`config.mk`:
```
export PLATFORM = sky130hd
export DESIGN_NAME = ps2_kbd_decoder
export DESIGN_NICKNAME = d
export VERILOG_FILES = /design/src/rtl/ps2_kbd_pkg.sv /design/src/rtl/ps2_kbd_decoder_keymap.sv /design/src/rtl/ps2_kbd_decoder.sv
export SDC_FILE = /design/constraint.sdc
export NUM_CORES = 1
export LEC_CHECK = 0
export BUFFER_PORTS_ARGS = -buffer_cell sky130_fd_sc_hd__buf_4
export CELL_PAD_IN_SITES_DETAIL_PLACEMENT = 0
export CELL_PAD_IN_SITES_GLOBAL_PLACEMENT = 2
export CORE_MARGIN = 4
export CORE_UTILIZATION = 38
export DETAILED_ROUTE_END_ITERATION = 16
export GPL_TIMING_DRIVEN = 0
export PLACE_DENSITY_LB_ADDON = 0.1
export SLEW_MARGIN = 20
export SYNTH_ARGS = -nofsm -noshare
export SYNTH_HDL_FRONTEND = slang
export SYNTH_SLANG_ARGS = --single-unit
```
`constraint.sdc`:
```
create_clock -name clk -period 3.3 [get_ports clk]
set_input_delay 0.66 -clock clk [delete_from_list [all_inputs] [get_ports clk]]
set_output_delay 0.66 -clock clk [all_outputs]
set_load 0.05 [all_outputs]
```
`src/rtl/ps2_kbd_pkg.sv`:
```
// Shared constants, key codes, FSM state and FIFO entry layout for the PS/2 keyboard decoder.
package ps2_kbd_pkg;

  localparam logic [7:0] SC_EXT    = 8'hE0;
  localparam logic [7:0] SC_BRK    = 8'hF0;
  localparam logic [7:0] SC_PAUSE  = 8'hE1;
  localparam logic [7:0] SC_BAT    = 8'hAA;

  localparam logic [7:0] SC_LSHIFT = 8'h12;
  localparam logic [7:0] SC_RSHIFT = 8'h59;
  localparam logic [7:0] SC_CTRL   = 8'h14;
  localparam logic [7:0] SC_ALT    = 8'h11;
  localparam logic [7:0] SC_CAPS   = 8'h58;

  localparam logic [7:0] KC_UP     = 8'h90;
  localparam logic [7:0] KC_DOWN   = 8'h91;
  localparam logic [7:0] KC_LEFT   = 8'h92;
  localparam logic [7:0] KC_RIGHT  = 8'h93;
  localparam logic [7:0] KC_HOME   = 8'h94;
  localparam logic [7:0] KC_END    = 8'h95;
  localparam logic [7:0] KC_PGUP   = 8'h96;
  localparam logic [7:0] KC_PGDN   = 8'h97;
  localparam logic [7:0] KC_INS    = 8'h98;
  localparam logic [7:0] KC_DEL    = 8'h99;
  localparam logic [7:0] KC_F1     = 8'hA1;
  localparam logic [7:0] KC_F12    = 8'hAC;
  localparam logic [7:0] KC_CAPS   = 8'hAD;

  // Bytes swallowed after E1: the Pause make is eight bytes including the E1 itself.
  localparam logic [2:0] PAUSE_SKIP = 3'd7;

  typedef enum logic [2:0] {
    ST_IDLE    = 3'd0,
    ST_EXT     = 3'd1,
    ST_BRK     = 3'd2,
    ST_EXT_BRK = 3'd3,
    ST_PAUSE   = 3'd4
  } ps2_state_t;

  typedef struct packed {
    logic [7:0] code;
    logic [2:0] mods;
    logic       brk;
  } key_entry_t;

endpackage

```
`src/rtl/ps2_kbd_decoder_keymap.sv`:
```
// Combinational Set-2 scancode to key-code table; hit=0 for unmapped codes.
// Letters honour shift^caps and ctrl (ctrl-letter gives 0x01-0x1A); digits honour shift.
module ps2_keymap
  import ps2_kbd_pkg::*;
(
  input  logic [7:0] sc,
  input  logic       ext,
  input  logic       shift,
  input  logic       caps,
  input  logic       ctrl,
  output logic       hit,
  output logic [7:0] code
);

  logic [7:0] base;
  logic [7:0] alt_sym;
  logic       letter;

  always_comb begin
    base    = 8'h00;
    alt_sym = 8'h00;
    if (ext) begin
      case (sc)
        8'h75:   base = KC_UP;
        8'h72:   base = KC_DOWN;
        8'h6B:   base = KC_LEFT;
        8'h74:   base = KC_RIGHT;
        8'h6C:   base = KC_HOME;
        8'h69:   base = KC_END;
        8'h7D:   base = KC_PGUP;
        8'h7A:   base = KC_PGDN;
        8'h70:   base = KC_INS;
        8'h71:   base = KC_DEL;
        default: base = 8'h00;
      endcase
    end else begin
      case (sc)
        8'h1C: base = "a";  8'h32: base = "b";  8'h21: base = "c";  8'h23: base = "d";
        8'h24: base = "e";  8'h2B: base = "f";  8'h34: base = "g";  8'h33: base = "h";
        8'h43: base = "i";  8'h3B: base = "j";  8'h42: base = "k";  8'h4B: base = "l";
        8'h3A: base = "m";  8'h31: base = "n";  8'h44: base = "o";  8'h4D: base = "p";
        8'h15: base = "q";  8'h2D: base = "r";  8'h1B: base = "s";  8'h2C: base = "t";
        8'h3C: base = "u";  8'h2A: base = "v";  8'h1D: base = "w";  8'h22: base = "x";
        8'h35: base = "y";  8'h1A: base = "z";
        8'h16: begin base = "1"; alt_sym = "!"; end
        8'h1E: begin base = "2"; alt_sym = "@"; end
        8'h26: begin base = "3"; alt_sym = "#"; end
        8'h25: begin base = "4"; alt_sym = "$"; end
        8'h2E: begin base = "5"; alt_sym = "%"; end
        8'h36: begin base = "6"; alt_sym = "^"; end
        8'h3D: begin base = "7"; alt_sym = "&"; end
        8'h3E: begin base = "8"; alt_sym = "*"; end
        8'h46: begin base = "9"; alt_sym = "("; end
        8'h45: begin base = "0"; alt_sym = ")"; end
        8'h29: base = 8'h20;
        8'h5A: base = 8'h0D;
        8'h66: base = 8'h08;
        8'h0D: base = 8'h09;
        8'h76: base = 8'h1B;
        8'h05: base = KC_F1;          8'h06: base = KC_F1 + 8'd1;
        8'h04: base = KC_F1 + 8'd2;   8'h0C: base = KC_F1 + 8'd3;
        8'h03: base = KC_F1 + 8'd4;   8'h0B: base = KC_F1 + 8'd5;
        8'h83: base = KC_F1 + 8'd6;   8'h0A: base = KC_F1 + 8'd7;
        8'h01: base = KC_F1 + 8'd8;   8'h09: base = KC_F1 + 8'd9;
        8'h78: base = KC_F1 + 8'd10;  8'h07: base = KC_F12;
        SC_CAPS: base = KC_CAPS;
        default: base = 8'h00;
      endcase
    end
  end

  assign letter = (base >= 8'h61) && (base <= 8'h7A);
  assign hit    = (base != 8'h00);

  always_comb begin
    code = base;
    if (letter) begin
      if (ctrl) code = base & 8'h1F;
      else if (shift ^ caps) code = base - 8'h20;
    end else if (shift && (alt_sym != 8'h00)) begin
      code = alt_sym;
    end
  end

endmodule

```
`src/rtl/ps2_kbd_decoder.sv`:
```
// PS/2 Set-2 prefix parser, modifier tracker and key-code FIFO; PS2_KBD_CAPSLOCK_EN adds caps-lock.
// Latency: scancode byte in cycle N gives key_valid in N+1 when the FIFO was empty (show-ahead, no bypass).
// Backpressure: head holds while key_ready=0; pushes into a full FIFO without a pop are dropped and flag overflow.
module ps2_kbd_decoder
  import ps2_kbd_pkg::*;
#(
  parameter int FIFO_DEPTH = 8,
  parameter bit EMIT_BREAK = 1'b0
) (
  input  logic                        clk,
  input  logic                        rst_n,
  input  logic                        sc_valid,
  input  logic [7:0]                  sc_data,
  output logic                        key_valid,
  input  logic                        key_ready,
  output logic [7:0]                  key_code,
  output logic [2:0]                  key_mods,
  output logic                        key_break,
  output logic                        shift_o,
  output logic                        ctrl_o,
  output logic                        alt_o,
  output logic                        caps_o,
  output logic                        overflow,
  input  logic                        clr_overflow,
  output logic [$clog2(FIFO_DEPTH):0] fifo_count
);

  localparam int AW = $clog2(FIFO_DEPTH);
  localparam logic [AW:0]   CNT_ONE  = (AW+1)'(1);
  localparam logic [AW:0]   FULL_CNT = (AW+1)'(FIFO_DEPTH);
  localparam logic [AW-1:0] PTR_ONE  = AW'(1);

  ps2_state_t state;
  logic [2:0] skip_cnt;
  logic       lshift, rshift, lctrl, rctrl, lalt, ralt;
  logic       ext_key, make_ev, brk_ev, bat_ev, is_mod, caps_key;
  logic       km_hit;
  logic [7:0] km_code;
  logic       push_req, push, pop, full;
  key_entry_t wr_entry, head;
  key_entry_t mem [FIFO_DEPTH];
  logic [AW-1:0] wr_ptr, rd_ptr;

  assign shift_o = lshift | rshift;
  assign ctrl_o  = lctrl | rctrl;
  assign alt_o   = lalt | ralt;

  assign ext_key = (state == ST_EXT) || (state == ST_EXT_BRK);
  assign bat_ev  = sc_valid && (state == ST_IDLE) && (sc_data == SC_BAT);

  always_comb begin
    make_ev = 1'b0;
    brk_ev  = 1'b0;
    if (sc_valid) begin
      case (state)
        ST_IDLE:            make_ev = !(sc_data inside {SC_EXT, SC_BRK, SC_PAUSE, SC_BAT});
        ST_EXT:             make_ev = (sc_data != SC_BRK);
        ST_BRK, ST_EXT_BRK: brk_ev  = 1'b1;
        default:            ;
      endcase
    end
  end

  // E0 12 counts as a modifier so the fake shift is swallowed without effect.
  always_comb begin
    if (ext_key) is_mod = sc_data inside {SC_LSHIFT, SC_CTRL, SC_ALT};
    else         is_mod = sc_data inside {SC_LSHIFT, SC_RSHIFT, SC_CTRL, SC_ALT};
  end

  always_ff @(posedge clk or negedge rst_n) begin
    if (!rst_n) begin
      state    <= ST_IDLE;
      skip_cnt <= 3'd0;
    end else if (sc_valid) begin
      case (state)
        ST_IDLE: begin
          if (sc_data == SC_EXT) state <= ST_EXT;
          else if (sc_data == SC_BRK) state <= ST_BRK;
          else if (sc_data == SC_PAUSE) begin
            state    <= ST_PAUSE;
            skip_cnt <= PAUSE_SKIP;
          end
        end
        ST_EXT:             state <= (sc_data == SC_BRK) ? ST_EXT_BRK : ST_IDLE;
        ST_BRK, ST_EXT_BRK: state <= ST_IDLE;
        ST_PAUSE: begin
          skip_cnt <= skip_cnt - 3'd1;
          if (skip_cnt == 3'd1) state <= ST_IDLE;
        end
        default:            state <= ST_IDLE;
      endcase
    end
  end

  always_ff @(posedge clk or negedge rst_n) begin
    if (!rst_n) begin
      {lshift, rshift, lctrl, rctrl, lalt, ralt} <= 6'b0;
    end else if (bat_ev) begin
      {lshift, rshift, lctrl, rctrl, lalt, ralt} <= 6'b0;
    end else if (make_ev || brk_ev) begin
      if (ext_key) begin
        case (sc_data)
          SC_CTRL: rctrl <= make_ev;
          SC_ALT:  ralt  <= make_ev;
          default: ;
        endcase
      end else begin
        case (sc_data)
          SC_LSHIFT: lshift <= make_ev;
          SC_RSHIFT: rshift <= make_ev;
          SC_CTRL:   lctrl  <= make_ev;
          SC_ALT:    lalt   <= make_ev;
          default:   ;
        endcase
      end
    end
  end

`ifdef PS2_KBD_CAPSLOCK_EN
  logic caps_q, caps_held;

  assign caps_key = !ext_key && (sc_data == SC_CAPS) && (make_ev || brk_ev);
  assign caps_o   = caps_q;

  // The held flag blocks typematic repeats of 0x58 from toggling again.
  always_ff @(posedge clk or negedge rst_n) begin
    if (!rst_n) begin
      caps_q    <= 1'b0;
      caps_held <= 1'b0;
    end else if (bat_ev) begin
      caps_q    <= 1'b0;
      caps_held <= 1'b0;
    end else if (caps_key) begin
      if (brk_ev) begin
        caps_held <= 1'b0;
      end else if (!caps_held) begin
        caps_q    <= ~caps_q;
        caps_held <= 1'b1;
      end
    end
  end
`else
  assign caps_key = 1'b0;
  assign caps_o   = 1'b0;
`endif

  ps2_keymap u_keymap (
    .sc    (sc_data),
    .ext   (ext_key),
    .shift (shift_o),
    .caps  (caps_o),
    .ctrl  (ctrl_o),
    .hit   (km_hit),
    .code  (km_code)
  );

  assign push_req = km_hit && !is_mod && !caps_key && (make_ev || (brk_ev && EMIT_BREAK));
  assign wr_entry = '{code: km_code, mods: {alt_o, ctrl_o, shift_o}, brk: brk_ev};

  assign full      = (fifo_count == FULL_CNT);
  assign key_valid = (fifo_count != '0);
  assign pop       = key_valid && key_ready;
  assign push      = push_req && (!full || pop);
  assign head      = mem[rd_ptr];

  assign key_code  = key_valid ? head.code : 8'h00;
  assign key_mods  = key_valid ? head.mods : 3'b000;
  assign key_break = key_valid && head.brk;

  always_ff @(posedge clk) begin
    if (push) mem[wr_ptr] <= wr_entry;
  end

  always_ff @(posedge clk or negedge rst_n) begin
    if (!rst_n) begin
      wr_ptr     <= '0;
      rd_ptr     <= '0;
      fifo_count <= '0;
      overflow   <= 1'b0;
    end else begin
      if (push) wr_ptr <= wr_ptr + PTR_ONE;
      if (pop)  rd_ptr <= rd_ptr + PTR_ONE;
      case ({push, pop})
        2'b10:   fifo_count <= fifo_count + CNT_ONE;
        2'b01:   fifo_count <= fifo_count - CNT_ONE;
        default: ;
      endcase
      if (push_req && full && !pop) overflow <= 1'b1;
      else if (clr_overflow)        overflow <= 1'b0;
    end
  end

endmodule

```
==> flow_summary.json, run 1 <==
{
  "wl_mm": 20.8,
  "ys_top_cells_by_area": "edfxtp_1, dfrtp_1, mux4_2",
  "grt_pass1_vias": 5167,
  "syn-cell-area_um2": 6670,
  "syn_avg_cell_area_um2": 11.9,
  "peakVddDrop_v": 0.000517,
  "dp_hpwl_mm": 13.1,
  "violations": "negative setup slack",
  "clk_latency_ns": 0.41,
  "clock_skew_ns": 0.0102,
  "seq_area_frac_synth_pct": 51.9,
  "ios": 35,
  "diodes": 0,
  "ys.flop_type": "edfxtp_1",
  "die_w_um": 140,
  "synth_edf_count": 96,
  "cts_buffer_depth": 2,
  "syn-instance-count": 560,
  "io_buffers": 30,
  "setup_viol": 91,
  "run_status": "complete, but fails checks",
  "hold_viol": 0,
  "initial_core_util_pct": 38.7,
  "drt_first_pass_iters": 5,
  "drt_iter0_drc": 554,
  "grt_start_max_net_pins": 24,
  "holdWs_ns": 0.142,
  "via_per_inst": 5.91,
  "cp.required_ns": 3.65,
  "period_share_pct": 108,
  "root_buffer": "clkbuf_16",
  "final_nets": 691,
  "n_fill_cell": 1499,
  "path_buf_inv": 6,
  "cpMostUsedCell": "buf_12",
  "synth_top_cell_area_share_pct": 43.2,
  "crit_path_end_kind": "register",
  "start_kind": "input port",
  "crit_type": "input port to register",
  "rsz0062_at_grt": "true",
  "drive_gt1_share_pct": 37.5,
  "globalRouteOverflowTotal": 0,
  "slew_violations": 0,
  "tightest_slew_ns": 0.972,
  "cellPowerDensity_nw_per_um2": 723,
  "numClockSinks": 119,
  "synthDistinctLibCells": 80,
  "crit_family": "simple AND/OR/NAND/NOR gates",
  "max_slew_margin_pct": 35.2,
  "antenna_left": 0,
  "post_drt_wl_per_cell_um": 23.0,
  "cts_tree": "built",
  "synthArstFlopShare_pct": 19.3,
  "min_path_type": "input port to asynchronous set/reset pin",
  "area_growth_pct": 36.0,
  "crit_arrival_ns": 3.91,
  "dieArea_um2": 19700,
  "slowest_delay_ns": 0.36,
  "row_count": 48,
  "die-height_um": 140,
  "ys_warn_count": 0,
  "track_usage_pct": 20.5,
  "clk_pin_slew_ns": 0.06,
  "ff_latch_area_um2": 3460,
  "leakage_nw": 3.33,
  "synth.net_count": 581,
  "hold_buffers": 0,
  "fin_crit_ns": 3.56,
  "max_clock_freq_mhz": 281,
  "worst-path-max-fanout": 6,
  "yosysMostFrequentCell": "edfxtp_1",
  "maxCapViolCount": 0,
  "h-tree-depth": 4,
  "path_cells": "buf_12 > buf_12 > buf_12 > buf_8 > clkinvlp_4 > mux2i_1 > o22ai_1 > nor4_2 > a21oi_2 > nor4_4 > a311oi_4 > nand2b_4 > inv_4 > ha_4 > a21o_1 > a21o_1 > or3_4 > a21oi_2 > a211o_1",
  "vias": 5362,
  "multiInputGateArea_um2": 3300,
  "ys_ff_latch": 119,
  "drc": 0,
  "cpMaxStageDelayCell": "nor4_4",
  "grt_pass1_wl_mm": 30.9,
  "antenna_found_initial": 0,
  "core_um2": 17200,
  "synth_common_cells": "edfxtp_1, nand2_1, nor2_1, o21ai_0, mux4_2",
  "r2r_setup_slack_ns": -0.08,
  "synth_largest_area_cell": "edfxtp_1",
  "utilization_pct": 52.6,
  "setup_slack_ns": -0.259,
  "cts_buffers": 17,
  "place.gp.congestion": 0.948
}
final cells by class:
cell class | instances | area share [%]
Buffer | 46 | 4.06
Tap cell | 225 | 3.11
Sequential cell | 119 | 38.2
Clock inverter | 10 | 1.34
Multi-Input combinational cell | 383 | 36.4
Inverter | 12 | 0.580
Clock buffer | 22 | 5.23
Timing Repair Buffer | 91 | 11.1
timing repair:
item | in CTS | in global routing
setup endpoints to repair | 115 | 103
gates cloned | 5 | 5
buffers inserted | 34 | 19
pin swaps | 33 | 24
resized for setup | 94 | 48
power breakdown:
group | internal, W | total (W) | switching, W
logic | 0.00110 | 0.00274 | 0.00164
registers | 0.00183 | 0.00200 | 0.000163
clock network | 0.00117 | 0.00182 | 0.000648
total | 0.00410 | 0.00656 | 0.00245
cell usage in the layout, fill, tap and decap left out, types with 17 or more instances in the layout:
cell       synthesis  routed
mux4_2            24      24
a21oi_1           22      18
dfrtp_1           23      23
nand2_1           40      36
buf_4              6      72
clkbuf_16          0      23
o21ai_0           30      25
nand3_1           19      17
mux2i_1           17      17
nor2_1            38      36
edfxtp_1          96      96
worst reg2reg max path, stage by stage (launching register included):
cell	delay [ns]
dfrtp_1	0.47
nor2b_1	0.42
clkbuf_2	0.34
o31a_1	0.21
a31oi_2	0.07
nor4_4	0.31
a311oi_4	0.17
nand2b_4	0.19
inv_4	0.08
ha_4	0.19
a21o_1	0.18
a21o_1	0.18
or3_4	0.33
a21oi_2	0.11
a211o_1	0.10
flip-flops by register name, indices dropped and copies added (netlist names):
name,count
state,3
mem,96
rshift,1
skip_cnt,3
rctrl,1
lctrl,1
overflow,1
wr_ptr,3
fifo_count,4
lshift,1
ralt,1
lalt,1
rd_ptr,3
metrics by stage:
stage	TNS, ns	setup WS (ns)	cells	area [µm²]	power (W)
final	-8.85	-0.259	908	9060	0.00656
after global routing	-15.05	-0.397	908	9060	0.00689
after CTS	-4.21	-0.277	885	8650	0.00650
after detailed placement	-160.82	-1.67	815	7290	0.00450
after global placement	-173.92	-1.77	815	7290	0.00446
after floorplan	-29.88	-0.557	560	6780	0.00381
per-layer routing:
layer / track usage (%) / wire length (µm) / vias to the layer above
met2: 33.3 / 10400 / 235
met5: 0 / 0 / -
met3: 4.51 / 1210 / 60
met1: 26.6 / 8450 / 2660
met4: 8.41 / 736 / 0
li1: - / - / 2407
final timing paths:
check | from | cells past startpoint | endpoint
max | sc_data[5] | 19 | fifo_count[3]$_DFFE_PN0P_
min | rst_n | 1 | wr_ptr[1]$_DFFE_PN0P_
max reg2reg | state[0]$_DFFE_PN0P_ | 14 | fifo_count[3]$_DFFE_PN0P_
min reg2reg | lalt$_DFFE_PN0P_ | 2 | lalt$_DFFE_PN0P_
max in group asynchronous | rst_n | 1 | rctrl$_DFFE_PN0P_
min in group clk | clr_overflow | 2 | overflow$_DFFE_PN0P_
kinds of logic after synthesis:
group / Yosys count / synth area share (%)
AND/OR/NAND/NOR: 202 / 17.8
flip-flops: 119 / 51.9
AO/OA/AOI/OAI: 117 / 12.0
buffers and inverters: 58 / 3.96
multiplexers: 44 / 11.2
XOR/XNOR: 11 / 1.45
adder cells (fa/ha/maj): 8 / 1.61
other: 1 / 0.0563
Power figures use the tool's default switching activity.
==> run 2: changes to the inputs <==
- CORE_MARGIN: 4 -> default
==> run 2 against run 1 <==
Net effect:
- the flow still finishes with violations (negative setup slack)
- cell count increased by 0.11%
- via count increased by 1.5%
- non-clock buffer count unchanged
- global-route usage increased by 2.3 points
- power decreased by 0.60%
- hold slack got worse by 0.0034 ns
- register-to-register slack got worse by 0.07 ns
==> flow_summary.json, run 2 (synthesized netlist as in run 1, its figures left out) <==
{
  "setup_viol": 48,
  "rsz0062_at_grt": "true",
  "largest_reg_flops": 96,
  "ios": 35,
  "drive_gt1_share_pct": 40.4,
  "multiInputGateArea_um2": 3460,
  "drt_first_pass_iters": 7,
  "die_w_um": 134,
  "dieArea_um2": 18100,
  "grt_start_max_net_pins": 24,
  "cp.required_ns": 3.65,
  "final_cells": 909,
  "crit_path_end_kind": "register",
  "n_fill_cell": 1474,
  "cts_tree": "built",
  "min_path_type": "input port to asynchronous set/reset pin",
  "drc": 0,
  "diodes": 0,
  "fin_setup_tns_ns": -1.70,
  "via_per_inst": 5.99,
  "final_nets": 692,
  "clk_latency_ns": 0.41,
  "final_cell_mix": "edfxtp_1, buf_4, nand2_1, nor2_1, o21ai_0",
  "clock_skew_ns": 0.0136,
  "grt_busiest_layer": "met2",
  "clk_pin_slew_ns": 0.06,
  "setup_slack_ns": -0.293,
  "peakVddDrop_v": 0.000478,
  "top_regs": "mem: 96 flops, fifo_count: 4 flops",
  "fin_crit_ns": 3.59,
  "crit_type": "input port to register",
  "leakage_nw": 3.39,
  "drt_iter0_drc": 529,
  "wl_mm": 20.5,
  "cellPowerDensity_nw_per_um2": 708,
  "path_buf_inv": 4,
  "ff_latch_area_um2": 3460,
  "dp_hpwl_mm": 13.0,
  "r2r_setup_slack_ns": -0.15,
  "crit_arrival_ns": 3.94,
  "worst-path-max-fanout": 10,
  "die-height_um": 134,
  "use_met3_pct": 5.03,
  "cpMaxStageDelayCell": "or3_4",
  "cpMostUsedCell": "a21oi_2",
  "max_clock_freq_mhz": 278,
  "cts_buffer_depth": 2,
  "utilization_pct": 53.4,
  "placedCellCount": 815,
  "slew_violations": 0,
  "io_buffers": 30,
  "max_slew_margin_pct": 39.5,
  "post_drt_wl_per_cell_um": 22.5,
  "root_buffer": "clkbuf_16",
  "met1_usage_pct": 28.3,
  "grtUsageMet2_pct": 37.8,
  "slowest_delay_ns": 0.36,
  "globalRouteOverflowTotal": 0,
  "numClockSinks": 119,
  "top_register": "mem",
  "crit_family": "compound AO/OA/AOI/OAI gates",
  "initial_core_util_pct": 38.7,
  "tightest_slew_ns": 0.898,
  "h-tree-depth": 4,
  "hold_viol": 0,
  "track_usage_pct": 22.8,
  "core_um2": 17200,
  "layout_commonest_cell": "edfxtp_1",
  "period_share_pct": 109,
  "cts_buffers": 17,
  "area_growth_pct": 38.0,
  "run_status": "complete, but fails checks",
  "antenna_found_initial": 0,
  "violations": "negative setup slack",
  "path_cells": "buf_4 > buf_8 > and4b_2 > buf_6 > a32oi_1 > o211ai_1 > a21oi_2 > a21oi_2 > nor4_4 > a311oi_4 > nand2b_4 > inv_4 > ha_4 > a21o_1 > a21o_1 > or3_4 > a21oi_2 > a211o_1",
  "place.gp.congestion": 0.956,
  "start_kind": "input port",
  "grt_pass1_vias": 5315,
  "maxCapViolCount": 0,
  "antenna_left": 0,
  "vias": 5444,
  "row_count": 48,
  "holdWs_ns": 0.139,
  "grt_pass1_wl_mm": 30.7
}
## run 2: changes by cell type in the layout (fill, tap and decap cells not counted), moves of 3 or more
cell / change
clkbuf_8: -4
o31ai_2: +3
o31ai_1: -3
clkinv_2: +3
buf_8: +3
## run 2: worst reg2reg max path: cells and delay by family, from the launching register on
family / cells / cell delay [ns]
AO/OA/AOI/OAI: 7 / 1.04
flip-flops: 1 / 0.48
AND/OR/NAND/NOR: 4 / 1.26
buffers and inverters: 2 / 0.42
adder cells (fa/ha/maj): 1 / 0.19
## run 2: per-stage QoR
stage	instance area (µm²)	setup WS [ns]	power, W
after floorplan	6780	-0.557	0.00381
after global placement	7290	-1.80	0.00446
after detailed placement	7290	-1.76	0.00448
after CTS	8540	-0.240	0.00639
after global routing	9200	-0.377	0.00682
final	9200	-0.293	0.00652
## run 2: what timing repair did
item,4_1_cts,5_1_grt
buffers inserted,33,23
hold buffers,0,0
gates resized for setup,86,91
setup endpoints to repair,115,110
gates cloned,2,6
pin swaps,35,38
## run 2: final cells by class
type | count | area share, %
repair buffers | 92 | 10.6
multi-input cells | 384 | 37.6
well taps | 225 | 3.06
clock inverters | 15 | 1.69
flip-flops and latches | 119 | 37.6
clock buffers | 17 | 4.62
inverters | 12 | 0.585
plain buffers | 45 | 4.28
## run 2: final timing paths
kind                                                   to  cells after the start                  from
worst max register to register  fifo_count[3]$_DFFE_PN0P_                     14  state[0]$_DFFE_PN0P_
max in group asynchronous               lctrl$_DFFE_PN0P_                      1                 rst_n
worst min-delay path                rd_ptr[2]$_DFFE_PN0P_                      1                 rst_n
min in group clk                     overflow$_DFFE_PN0P_                      2          clr_overflow
worst max-delay path            fifo_count[3]$_DFFE_PN0P_                     18            sc_data[0]
worst min register to register           lalt$_DFFE_PN0P_                      2      lalt$_DFFE_PN0P_
## run 2: per-layer routing
layer	up-vias	part of all wire, %
met5	-	0
met4	0	3.6
met3	76	4.8
met2	236	50
met1	2732	42
li1	2400	-
## run 2: power breakdown
group          internal [W]  switching [W]  leakage (nW)
combinational       0.00110        0.00164          1.93
clock               0.00111       0.000670         0.285
sequential          0.00183       0.000161          1.18
total               0.00405        0.00247          3.39
==> run 3: changes to the inputs <==
- CELL_PAD_IN_SITES_DETAIL_PLACEMENT: 0 -> default
- CELL_PAD_IN_SITES_GLOBAL_PLACEMENT: 2 -> default
- CORE_UTILIZATION: 38 -> 52
- PLACE_DENSITY: default -> 0.72
- PLACE_DENSITY_LB_ADDON: 0.1 -> default
==> run 3 against run 2 <==
Net effect:
- the run still ends with negative setup slack left
- critical path depth shrank 1
- combinational power up 3%
- final area decreased by 3.6%
- sequential cell count stayed put
- worst setup slack lost 0.056 ns
- power increased by 3.8%
- non-clock buffer count down 4
- clock skew is 0.0021 ns lower
==> flow_summary.json, run 3 (synthesized netlist as in run 1, its figures left out) <==
{
  "initial_core_util_pct": 54.4,
  "max_slew_margin_pct": 33.3,
  "met1_usage_pct": 41.0,
  "numClockSinks": 119,
  "drt_iter0_drc": 798,
  "tightest_slew_ns": 0.989,
  "violations": "negative setup slack",
  "diodes": 0,
  "grtUsageMet2_pct": 58.9,
  "cpMostUsedCell": "a21o_1",
  "cts_buffers": 17,
  "fin_crit_ns": 3.65,
  "holdWs_ns": 0.138,
  "grt_pass1_wl_mm": 32.9,
  "h-tree-depth": 4,
  "path_depth": 17,
  "drt_first_pass_iters": 5,
  "row_count": 40,
  "top_regs": "mem: 96 flops, fifo_count: 4 flops",
  "place.gp.congestion": 1.02,
  "min_path_type": "input port to asynchronous set/reset pin",
  "globalRouteOverflowTotal": 0,
  "clock_skew_ns": 0.0115,
  "slowest_delay_ns": 0.34,
  "reg2reg_depth": 15,
  "run_status": "complete, but fails checks",
  "crit_type": "input port to register",
  "final_cell_mix": "edfxtp_1, buf_4, nand2_1, nor2_1, o21ai_0",
  "antenna_found_initial": 0,
  "worstSetupEndpoint": "fifo_count[3]$_DFFE_PN0P_",
  "hold_viol": 0,
  "path_cells": "buf_4 > nor2b_1 > clkbuf_2 > mux2_2 > nand3_1 > o211ai_1 > o31a_1 > nor4_4 > a311oi_4 > nand2b_4 > inv_4 > ha_4 > a21o_1 > a21o_1 > or3_4 > a21oi_2 > a211o_1",
  "cts_buffer_depth": 2,
  "crit_family": "compound AO/OA/AOI/OAI gates",
  "final_cells": 848,
  "grt_start_max_net_pins": 24,
  "die-height_um": 115,
  "grt_busiest_layer": "met2",
  "cellPowerDensity_nw_per_um2": 763,
  "fin_setup_tns_ns": -1.27,
  "total_power_w": 0.00677,
  "clk_pin_slew_ns": 0.06,
  "path_buf_inv": 3,
  "hold_buffers": 0,
  "cpMaxStageDelayCell": "o31a_1",
  "dieArea_um2": 13300,
  "use_met3_pct": 6.54,
  "r2r_start": "state[2]$_DFFE_PN0P_",
  "setup_slack_ns": -0.348,
  "track_usage_pct": 34.6,
  "vias": 5716,
  "period_share_pct": 111,
  "drive_gt1_share_pct": 37.6,
  "n_fill_cell": 795,
  "maxCapViolCount": 0,
  "cp.required_ns": 3.65,
  "antenna_left": 0,
  "placedCellCount": 758,
  "drc": 0,
  "final_nets": 688,
  "leakage_nw": 3.30,
  "core_um2": 12300,
  "top_register": "mem",
  "cp-startpoint": "sc_data[0]",
  "layout_commonest_cell": "edfxtp_1",
  "r2r-end": "fifo_count[3]$_DFFE_PN0P_",
  "die_w_um": 115,
  "largest_reg_flops": 96,
  "worst-path-max-fanout": 9,
  "io_buffers": 30,
  "grt_pass1_vias": 5645,
  "crit_arrival_ns": 4.00,
  "start_kind": "input port",
  "setup_viol": 15,
  "slew_violations": 0,
  "max_clock_freq_mhz": 274,
  "post_drt_wl_per_cell_um": 26.5,
  "via_per_inst": 6.74,
  "wl_mm": 22.5,
  "utilization_pct": 72.3,
  "crit_path_end_kind": "register",
  "rsz0062_at_grt": "true",
  "peakVddDrop_v": 0.000403,
  "ios": 35,
  "dp_hpwl_mm": 13.2,
  "root_buffer": "clkbuf_16",
  "area_growth_pct": 33.0,
  "cts_tree": "built",
  "clk_latency_ns": 0.42,
  "r2r_setup_slack_ns": -0.12
}
run 3: final cells by class:
cell class	count	area [µm²]	share of cell area (%)
well taps	168	210	2.37
clock buffers	17	425	4.80
inverters	12	52.6	0.593
repair buffers	88	837	9.44
flip-flops and latches	119	3460	39.0
plain buffers	45	362	4.08
multi-input cells	384	3330	37.6
clock inverters	15	189	2.13
run 3: repair_timing:
item / in CTS / in global routing
cloned: 0 / 2
gates resized for setup: 104 / 32
pin swaps: 37 / 25
setup buffers: 46 / 12
endpoints found under the setup margin: 123 / 110
run 3: worst min-delay path by stage:
| stage | depth (start not counted) | from | to |
|---|---|---|---|
| after floorplan | 0 | rst_n | fifo_count[0]$_DFFE_PN0P_ |
| after global placement | 2 | lctrl$_DFFE_PN0P_ | lctrl$_DFFE_PN0P_ |
| after detailed placement | 2 | lctrl$_DFFE_PN0P_ | lctrl$_DFFE_PN0P_ |
| after CTS | 1 | rst_n | fifo_count[0]$_DFFE_PN0P_ |
| after global routing | 1 | rst_n | rd_ptr[2]$_DFFE_PN0P_ |
| final | 1 | rst_n | rd_ptr[1]$_DFFE_PN0P_ |
run 3: per-layer routing:
layer | up-vias | wire (µm)
li1 | 2395 | -
met1 | 2826 | 8320
met2 | 389 | 11200
met3 | 106 | 1750
met4 | 0 | 1260
met5 | - | 0
run 3: power by group:
group | internal (W) | total (W) | switching [W]
combinational | 0.00108 | 0.00281 | 0.00173
sequential | 0.00183 | 0.00202 | 0.000188
clock | 0.00120 | 0.00193 | 0.000726
total | 0.00412 | 0.00677 | 0.00265
run 3: metrics by stage:
| step | cell area (µm²) | setup WS [ns] |
|---|---|---|
| after floorplan | 6780 | -0.557 |
| after global placement | 7220 | -1.78 |
| after detailed placement | 7220 | -1.69 |
| after CTS | 8620 | -0.252 |
| after global routing | 8870 | -0.452 |
| final | 8870 | -0.348 |
